==> config.mk <==
export PLATFORM = sky130hd
export DESIGN_NAME = uart_recv_flat
export DESIGN_NICKNAME = d
export VERILOG_FILES = /design/src/rtl/uart_recv_if.sv /design/src/rtl/uart_recv.sv /design/src/flat_wrapper.sv
export SDC_FILE = /design/constraint.sdc
export NUM_CORES = 1
export LEC_CHECK = 0
export BUFFER_PORTS_ARGS = -buffer_cell sky130_fd_sc_hd__buf_2
export CAP_MARGIN = 0
export CORE_ASPECT_RATIO = 1.2
export CORE_MARGIN = 5
export CORE_UTILIZATION = 40
export DETAILED_ROUTE_END_ITERATION = 8
export PLACE_DENSITY = 0.62
export SLEW_MARGIN = 0
export SYNTH_ARGS = -nofsm -noshare
export SYNTH_HDL_FRONTEND = slang
export SYNTH_SLANG_ARGS = --single-unit
==> constraint.sdc <==
create_clock -name clk -period 2.4 [get_ports clk]
set_input_delay 0.48 -clock clk [delete_from_list [all_inputs] [get_ports clk]]
set_output_delay 0.48 -clock clk [all_outputs]
set_load 0.03 [all_outputs]
==> src/rtl/uart_recv_if.sv <==
// ----------------------------------------------------------------------------
// uart_recv_if
//   Consumer-side handshake bundle of the UART receiver.
//
//   Signals:
//     rd_en     consumer read strobe; pops the holding register
//     data      received byte; stable while valid=1
//     valid     holding register full
//     frame_err one-cycle pulse: stop bit sampled low
//     overrun   sticky: a byte was dropped because the register was full
//     busy      receiver is somewhere inside a frame
//
//   Modports:
//     master  the receiver (drives the byte and status, reads rd_en)
//     slave   the consumer (reads the byte and status, drives rd_en)
// ----------------------------------------------------------------------------
interface uart_recv_if;
    logic       rd_en;
    logic [7:0] data;
    logic       valid;
    logic       frame_err;
    logic       overrun;
    logic       busy;

    modport master (
        input  rd_en,
        output data,
        output valid,
        output frame_err,
        output overrun,
        output busy
    );

    modport slave (
        output rd_en,
        input  data,
        input  valid,
        input  frame_err,
        input  overrun,
        input  busy
    );
endinterface

==> src/rtl/uart_recv.sv <==
// ----------------------------------------------------------------------------
// uart_recv
//   8N1 UART receiver (LSB first, start bit 0, stop bit 1, idle high).
//   The asynchronous rxd pin is brought in through a two-flop synchroniser;
//   the frame FSM samples the synchronised line in the middle of every bit
//   and delivers each good byte into a one-entry holding register with a
//   valid/read handshake. Stop-bit errors and dropped bytes are reported.
//
//   Ports:
//     clk    system clock, all logic on posedge
//     rst    synchronous, active-high reset
//     rxd    asynchronous serial input, idle high
//     rx_if  consumer handshake (uart_recv_if.master):
//            rd_en in; data, valid, frame_err, overrun, busy out
//
//   Parameters:
//     CLKS_PER_BIT  clocks per UART bit; even and at least 4
// ----------------------------------------------------------------------------
module uart_recv #(
    parameter int CLKS_PER_BIT = 4
) (
    input  logic         clk,
    input  logic         rst,
    input  logic         rxd,
    uart_recv_if.master  rx_if
);

    localparam int HALF = CLKS_PER_BIT / 2;
    localparam int CW   = $clog2(CLKS_PER_BIT);

    localparam logic [CW-1:0] CNT_LAST  = CW'(CLKS_PER_BIT - 1);
    localparam logic [CW-1:0] HALF_LAST = CW'(HALF - 1);

    typedef enum logic [2:0] {
        S_IDLE,
        S_START,
        S_DATA,
        S_STOP,
        S_WAIT_HIGH
    } state_t;

    state_t        state;
    state_t        state_nxt;

    logic          sync1;
    logic          rx_s;
    logic [CW-1:0] clk_cnt;
    logic [2:0]    bit_idx;
    logic [7:0]    shreg;

    logic [7:0]    data_q;
    logic          valid_q;
    logic          frame_err_q;
    logic          overrun_q;

    // FSM decode strobes
    logic          cnt_clr;
    logic          shift_en;
    logic          load_req;
    logic          frame_bad;

    // ------------------------------------------------------------------------
    // Synchroniser. Resets to the idle level so a reset never looks like a
    // start bit.
    // ------------------------------------------------------------------------
    always_ff @(posedge clk) begin
        // NOTE: every clocked process uses non-blocking assignments so all
        // registers update together from pre-edge values, independent of
        // evaluation order between processes.
        if (rst) begin
            sync1 <= 1'b1;
            rx_s  <= 1'b1;
        end else begin
            sync1 <= rxd;
            rx_s  <= sync1;
        end
    end

    // ------------------------------------------------------------------------
    // FSM state register
    // ------------------------------------------------------------------------
    always_ff @(posedge clk) begin
        if (rst) begin
            state <= S_IDLE;
        end else begin
            state <= state_nxt;
        end
    end

    // ------------------------------------------------------------------------
    // FSM next state and decode strobes
    // ------------------------------------------------------------------------
    always_comb begin
        // NOTE: every output of this block gets a default first, so no path
        // through the case leaves a signal unassigned and no latch is inferred.
        state_nxt = state;
        cnt_clr   = 1'b0;
        shift_en  = 1'b0;
        load_req  = 1'b0;
        frame_bad = 1'b0;

        unique case (state)
            S_IDLE: begin
                if (!rx_s) begin
                    state_nxt = S_START;
                    cnt_clr   = 1'b1;
                end
            end

            // Half a bit in: the line must still be low, otherwise it was a
            // glitch and we silently go back to waiting.
            S_START: begin
                if (clk_cnt == HALF_LAST) begin
                    cnt_clr   = 1'b1;
                    state_nxt = rx_s ? S_IDLE : S_DATA;
                end
            end

            // Counter wraps at CNT_LAST, so each sample lands one full bit
            // after the previous one, i.e. mid-bit.
            S_DATA: begin
                if (clk_cnt == CNT_LAST) begin
                    shift_en = 1'b1;
                    if (bit_idx == 3'd7) begin
                        state_nxt = S_STOP;
                    end
                end
            end

            S_STOP: begin
                if (clk_cnt == CNT_LAST) begin
                    if (rx_s) begin
                        load_req  = 1'b1;
                        state_nxt = S_IDLE;
                    end else begin
                        frame_bad = 1'b1;
                        state_nxt = S_WAIT_HIGH;
                    end
                end
            end

            // A held-low line (break) must not be taken as a run of start bits.
            S_WAIT_HIGH: begin
                if (rx_s) begin
                    state_nxt = S_IDLE;
                end
            end

            default: begin
                state_nxt = S_IDLE;
            end
        endcase
    end

    // ------------------------------------------------------------------------
    // Bit-timing counter, bit index and shift register
    // ------------------------------------------------------------------------
    always_ff @(posedge clk) begin
        if (rst) begin
            clk_cnt <= '0;
            bit_idx <= '0;
            shreg   <= '0;
        end else begin
            if (cnt_clr || state == S_IDLE || clk_cnt == CNT_LAST) begin
                clk_cnt <= '0;
            end else begin
                clk_cnt <= clk_cnt + 1'b1;
            end

            if (cnt_clr) begin
                bit_idx <= '0;
            end else if (shift_en) begin
                bit_idx <= bit_idx + 3'd1;
            end

            // LSB arrives first, so shifting in at the top leaves bit 0 at
            // position 0 after the eighth sample.
            if (shift_en) begin
                shreg <= {rx_s, shreg[7:1]};
            end
        end
    end

    // ------------------------------------------------------------------------
    // Holding register, handshake and status
    // ------------------------------------------------------------------------
    always_ff @(posedge clk) begin
        if (rst) begin
            data_q      <= '0;
            valid_q     <= 1'b0;
            frame_err_q <= 1'b0;
            overrun_q   <= 1'b0;
        end else begin
            frame_err_q <= frame_bad;

            if (load_req) begin
                // A same-edge read frees the slot, so the new byte replaces
                // the old one and nothing is counted as lost.
                if (!valid_q || rx_if.rd_en) begin
                    data_q  <= shreg;
                    valid_q <= 1'b1;
                end else begin
                    overrun_q <= 1'b1;
                end
            end else if (rx_if.rd_en && valid_q) begin
                valid_q   <= 1'b0;
                overrun_q <= 1'b0;
            end
        end
    end

    assign rx_if.data      = data_q;
    assign rx_if.valid     = valid_q;
    assign rx_if.frame_err = frame_err_q;
    assign rx_if.overrun   = overrun_q;
    assign rx_if.busy      = (state != S_IDLE);

endmodule

==> src/flat_wrapper.sv <==
// flat-port wrapper written by rule: the top's interface ports become plain ports
module uart_recv_flat 
#(
    parameter int CLKS_PER_BIT = 4
)
  (clk, rst, rxd, rx_if_rd_en, rx_if_data, rx_if_valid, rx_if_frame_err, rx_if_overrun, rx_if_busy);
  uart_recv_if rx_if_i ();
  input  logic clk;
  input  logic rst;
  input  logic rxd;
  input wire logic [$bits(rx_if_i.rd_en)-1:0] rx_if_rd_en;
  output wire logic [$bits(rx_if_i.data)-1:0] rx_if_data;
  output wire logic [$bits(rx_if_i.valid)-1:0] rx_if_valid;
  output wire logic [$bits(rx_if_i.frame_err)-1:0] rx_if_frame_err;
  output wire logic [$bits(rx_if_i.overrun)-1:0] rx_if_overrun;
  output wire logic [$bits(rx_if_i.busy)-1:0] rx_if_busy;
  assign rx_if_i.rd_en = rx_if_rd_en;
  assign rx_if_data = rx_if_i.data;
  assign rx_if_valid = rx_if_i.valid;
  assign rx_if_frame_err = rx_if_i.frame_err;
  assign rx_if_overrun = rx_if_i.overrun;
  assign rx_if_busy = rx_if_i.busy;
  uart_recv #(.CLKS_PER_BIT(CLKS_PER_BIT)) u_core (.clk(clk), .rst(rst), .rxd(rxd), .rx_if(rx_if_i));
endmodule
==> out/summary.md <==
Top fanout value on the critical path: 8. The core area came out at 3000 um2. For this design the ratio of total power to cell area is 581 nW/um2. For the smallest setup slack after layout, the log shows 0.471 ns. The horizontal die dimension came out at 60.4 um. The peak ir drop on the vdd network was 0.279 mV; the count of buffers from port buffering was 15. The critical setup path kind is reg -> out. The wire-length estimate of the detail-placed layout is 1480 um. The fraction of power spent switching nets works out to 0.222. The tools report the number of CTS-inserted buffers as 5. Sequential share of power: 0.622. In the final design database the tool counted 143 nets. The count of cells resized by post-cts repair is 0. The floorplan die height was 70.5 um; the count of final max-slew check failures was 0. The number of global-route vias before repair is 822. The flow ran to the end, and the final reports show no timing, DRC or antenna violations.

The clock transition at the register clock pins on the worst setup and hold paths after CTS is 0.08 ns, and the worst path required time is 1.92 ns. The floorplan has 22 rows. The number of antenna repair diodes is 0. For the global placer's final weighted congestion, the log shows 0.698. The number of buffers added to fix hold violations after cts was 0. The delay of the slowest cell on the worst path was 0.52 ns. The synthesized area is 1220 um2, and the total nets after synthesis is 126.

The most used standard cell by instance count after synthesis was sky130_fd_sc_hd__dfxtp_1. By count the netlist is led by sky130_fd_sc_hd__dfxtp_1 (29), sky130_fd_sc_hd__nand2_1 (20), sky130_fd_sc_hd__mux2i_1 (19). Setup repair after global routing left no endpoint under its margin.

The tools report the max capacitance violation total as 0. The data arrival time of the critical path is 1.45 ns, and the shortest period the worst path allows is 1.93 ns. The number of enable flip-flop cells after synthesis is 0.

The number of hold-slack violations in the final timing report came out at 0. The dominant cell type by area after synthesis was sky130_fd_sc_hd__dfxtp_1. The tree built by TritonCTS fans out to 29 sinks. The tools report the remaining routing DRC violations as 0. TritonCTS built the clock tree.

Worst min-delay path endpoint: u_core.sync1$_SDFF_PP1_. The depth of the most critical reg-to-reg path is 4, and the routed length per placed instance is 11.6 um. The async set-reset flop share out of synthesis is 0. The startpoint class of the critical path is a register. From synthesis to final layout, the design area changed by 10.6%.

Buffers added to address setup during post-CTS repair amount to 0. Summed over all cells, the static leakage comes to 0.506 nW. The most used flip-flop cell after synthesis is sky130_fd_sc_hd__dfxtp_1.

The worst register-to-register path begins at u_core.clk_cnt[0]$_SDFF_PP0_. Counting tap cells, the placed design contains a total of 164 instances. Internal power comes to 0.610 mW.

Yosys attributes the largest share of cell area to sky130_fd_sc_hd__dfxtp_1 (48%), sky130_fd_sc_hd__mux2i_1 (16%), sky130_fd_sc_hd__nand2_1 (6.1%), sky130_fd_sc_hd__ha_1 (4.1%), sky130_fd_sc_hd__nor2_1 (3.4%). The cell depth of the worst min-delay path is 2, and the via-per-instance ratio is 4.85. Total chip power: 0.784 mW.

The tools report the final wirelength as 2000 um. The finished layout holds 172 standard cells, fillers aside. The tools report the cell count after synthesis as 118.

Global routing finished with a remaining overflow of 0. For this block, the initial DRC count from the detailed router was 18. The first global-routing pass estimated 3510 um of wire. The end-of-flow core utilization is 0.450. The run gives 0.034 as the combinational group share of total power.

The share of layout cells above drive strength 1 was 0.235; the share of the synthesized area in the top cell type was 0.475. The setup slack on the worst flop-to-flop path is 0.92 ns, and the starting utilization of the core area is 0.407. The run gives 308 as the count of fill cells added during filler insertion. The class of the worst hold path was in -> reg. The total number of vias was 835.

The synthesized design contains 29 register bits. Among all stages on the critical path, the largest delay is contributed by sky130_fd_sc_hd__or3_2. The signal on the critical path passes through or3_2 -> buf_2.

The root buffer cell chosen for the clock tree is sky130_fd_sc_hd__clkbuf_4. For the number of buffers on the longest clock path, the log shows 2. The tools report the total die area as 4260 um2. The run gives 0.174 mW as the total net switching power. At the placement stage, the worst setup path has a slack of 0.715 ns.

Derived from the worst setup path, the maximum achievable clock frequency is 0.518 GHz. The tools report the sequential area share after synthesis as 0.475. Number of distinct standard cells referenced by the synthesized netlist: 28. The max-slew headroom at the worst pin is 0.732. For the clock skew after layout, the log shows 0.00431 ns.

The clock tree synthesis step divided the H-tree into 2 levels. In this run the count of I/O pins placed on the die edge is 16. The run gives 4 as the first-pass iteration count of the detailed router. The tools report the source-to-sink clock delay at the later pin of the worst-skew pair as 0.32 ns.

Setup violations remaining at the end of the flow were counted as 0. In this run the most critical hold path is launched from rxd. Number of nets still failing antenna checks after routing: 0. The worst setup path is captured at an output port.

Entering global routing, the biggest net connects 22 pins. For the part of the total power dissipated in the clock network, the log shows 0.345. The tools report the total track usage as 0.108.

Yosys printed 0 warnings. The number of antenna violations at the first check in global routing was 0. The share of the clock period used by the worst path works out to 0.804. The critical register-to-register path endpoint is u_core.bit_idx[2]$_SDFFE_PP0P_.

For the pin with the worst max-slew slack, the measured transition is 0.399 ns. Dividing the synthesized area by the synthesized cell count gives 10.3 um2. Adding up every negative setup slack in the final design gives 0 ns.
==> logic make-up after synthesis <==
| family | Yosys count | share of synthesized area |
|---|---|---|
| adders and majority gates | 4 | 0.0410 |
| xor gates and xnor gates | 1 | 0.00717 |
| DFF | 29 | 0.475 |
| muxes | 20 | 0.177 |
| and+or+nand+nor | 50 | 0.208 |
| buffers and inverters | 9 | 0.0482 |
| AOI/OAI and AO/OA | 5 | 0.0430 |
==> metrics by stage <==
step                      instance area (um2)  hold slack, ns
after floorplan                          1220           0.389
after global placement                   1300           0.395
after detailed placement                 1300           0.397
after CTS                                1350           0.324
after global routing                     1350           0.337
final                                    1350           0.344
==> worst max-delay path, delay by kind of cell (launching register included) <==
kind	cells	cell delay [ns]
and+or+nand+nor	1	0.52
buffers and inverters	1	0.20
DFF	1	0.42
==> placed cells by master (no fill, tap or decap), drive strengths merged <==
master   count
nor4         2
and3         1
or2          3
or3          1
mux2i       19
nor2        11
nand2       20
o21ba        1
buf         16
o2111ai      1
nor3b        1
and4bb       1
clkbuf       8
clkinv       1
inv          2
a211o        1
a21oi        1
nor2b        2
xnor2        1
dfxtp       29
a211oi       1
ha           4
mux4         1
nor3         7
nand3        1
==> how the worst max path moves through the flow <==
stage	end	slack, ns	from
finish	rx_if_busy	0.47	u_core.state[2]$_SDFFE_PP0P_
global route	rx_if_busy	0.40	u_core.state[2]$_SDFFE_PP0P_
CTS	rx_if_busy	0.44	u_core.state[2]$_SDFFE_PP0P_
detailed placement	u_core.rx_if.data[3]$_SDFFE_PP0P_	0.72	rst
global placement	u_core.rx_if.overrun$_SDFFE_PP0P_	0.74	rst
floorplan	rx_if_busy	0.90	u_core.state[2]$_SDFFE_PP0P_
==> layout make-up <==
cell class / instances / area (um2) / area share
multi-input cells: 80 / 582 / 0.431
clock buffers: 8 / 48.8 / 0.0361
flip-flops and latches: 29 / 581 / 0.430
well taps: 36 / 45.0 / 0.0334
repair buffers: 16 / 82.6 / 0.0612
inverters: 3 / 11.3 / 0.00834
==> per-layer routing <==
layer  wire [um]  track usage
met1         879        0.121
met2         963        0.165
met4          27       0.0651
met5           0            0
met3         128       0.0462
==> power by group through the flow <==
stage / registers [mW] / clock network, mW / logic [mW]
detailed placement: 0.499 / 0 / 0.0265
floorplan: 0.498 / 0 / 0.0205
finish: 0.487 / 0.270 / 0.0263
global placement: 0.498 / 0 / 0.0259
CTS: 0.487 / 0.287 / 0.0266
global route: 0.488 / 0.299 / 0.0294
==> flip-flops by register name (all words and copies together) (netlist names) <==
register / cells
u_core.rx_if.overrun: 1
u_core.rx_s: 1
u_core.rx_if.valid: 1
u_core.shreg: 8
u_core.state: 3
u_core.rx_if.data: 8
u_core.rx_if.frame_err: 1
u_core.clk_cnt: 2
u_core.sync1: 1
u_core.bit_idx: 3
(Power assumes the default switching activity.)
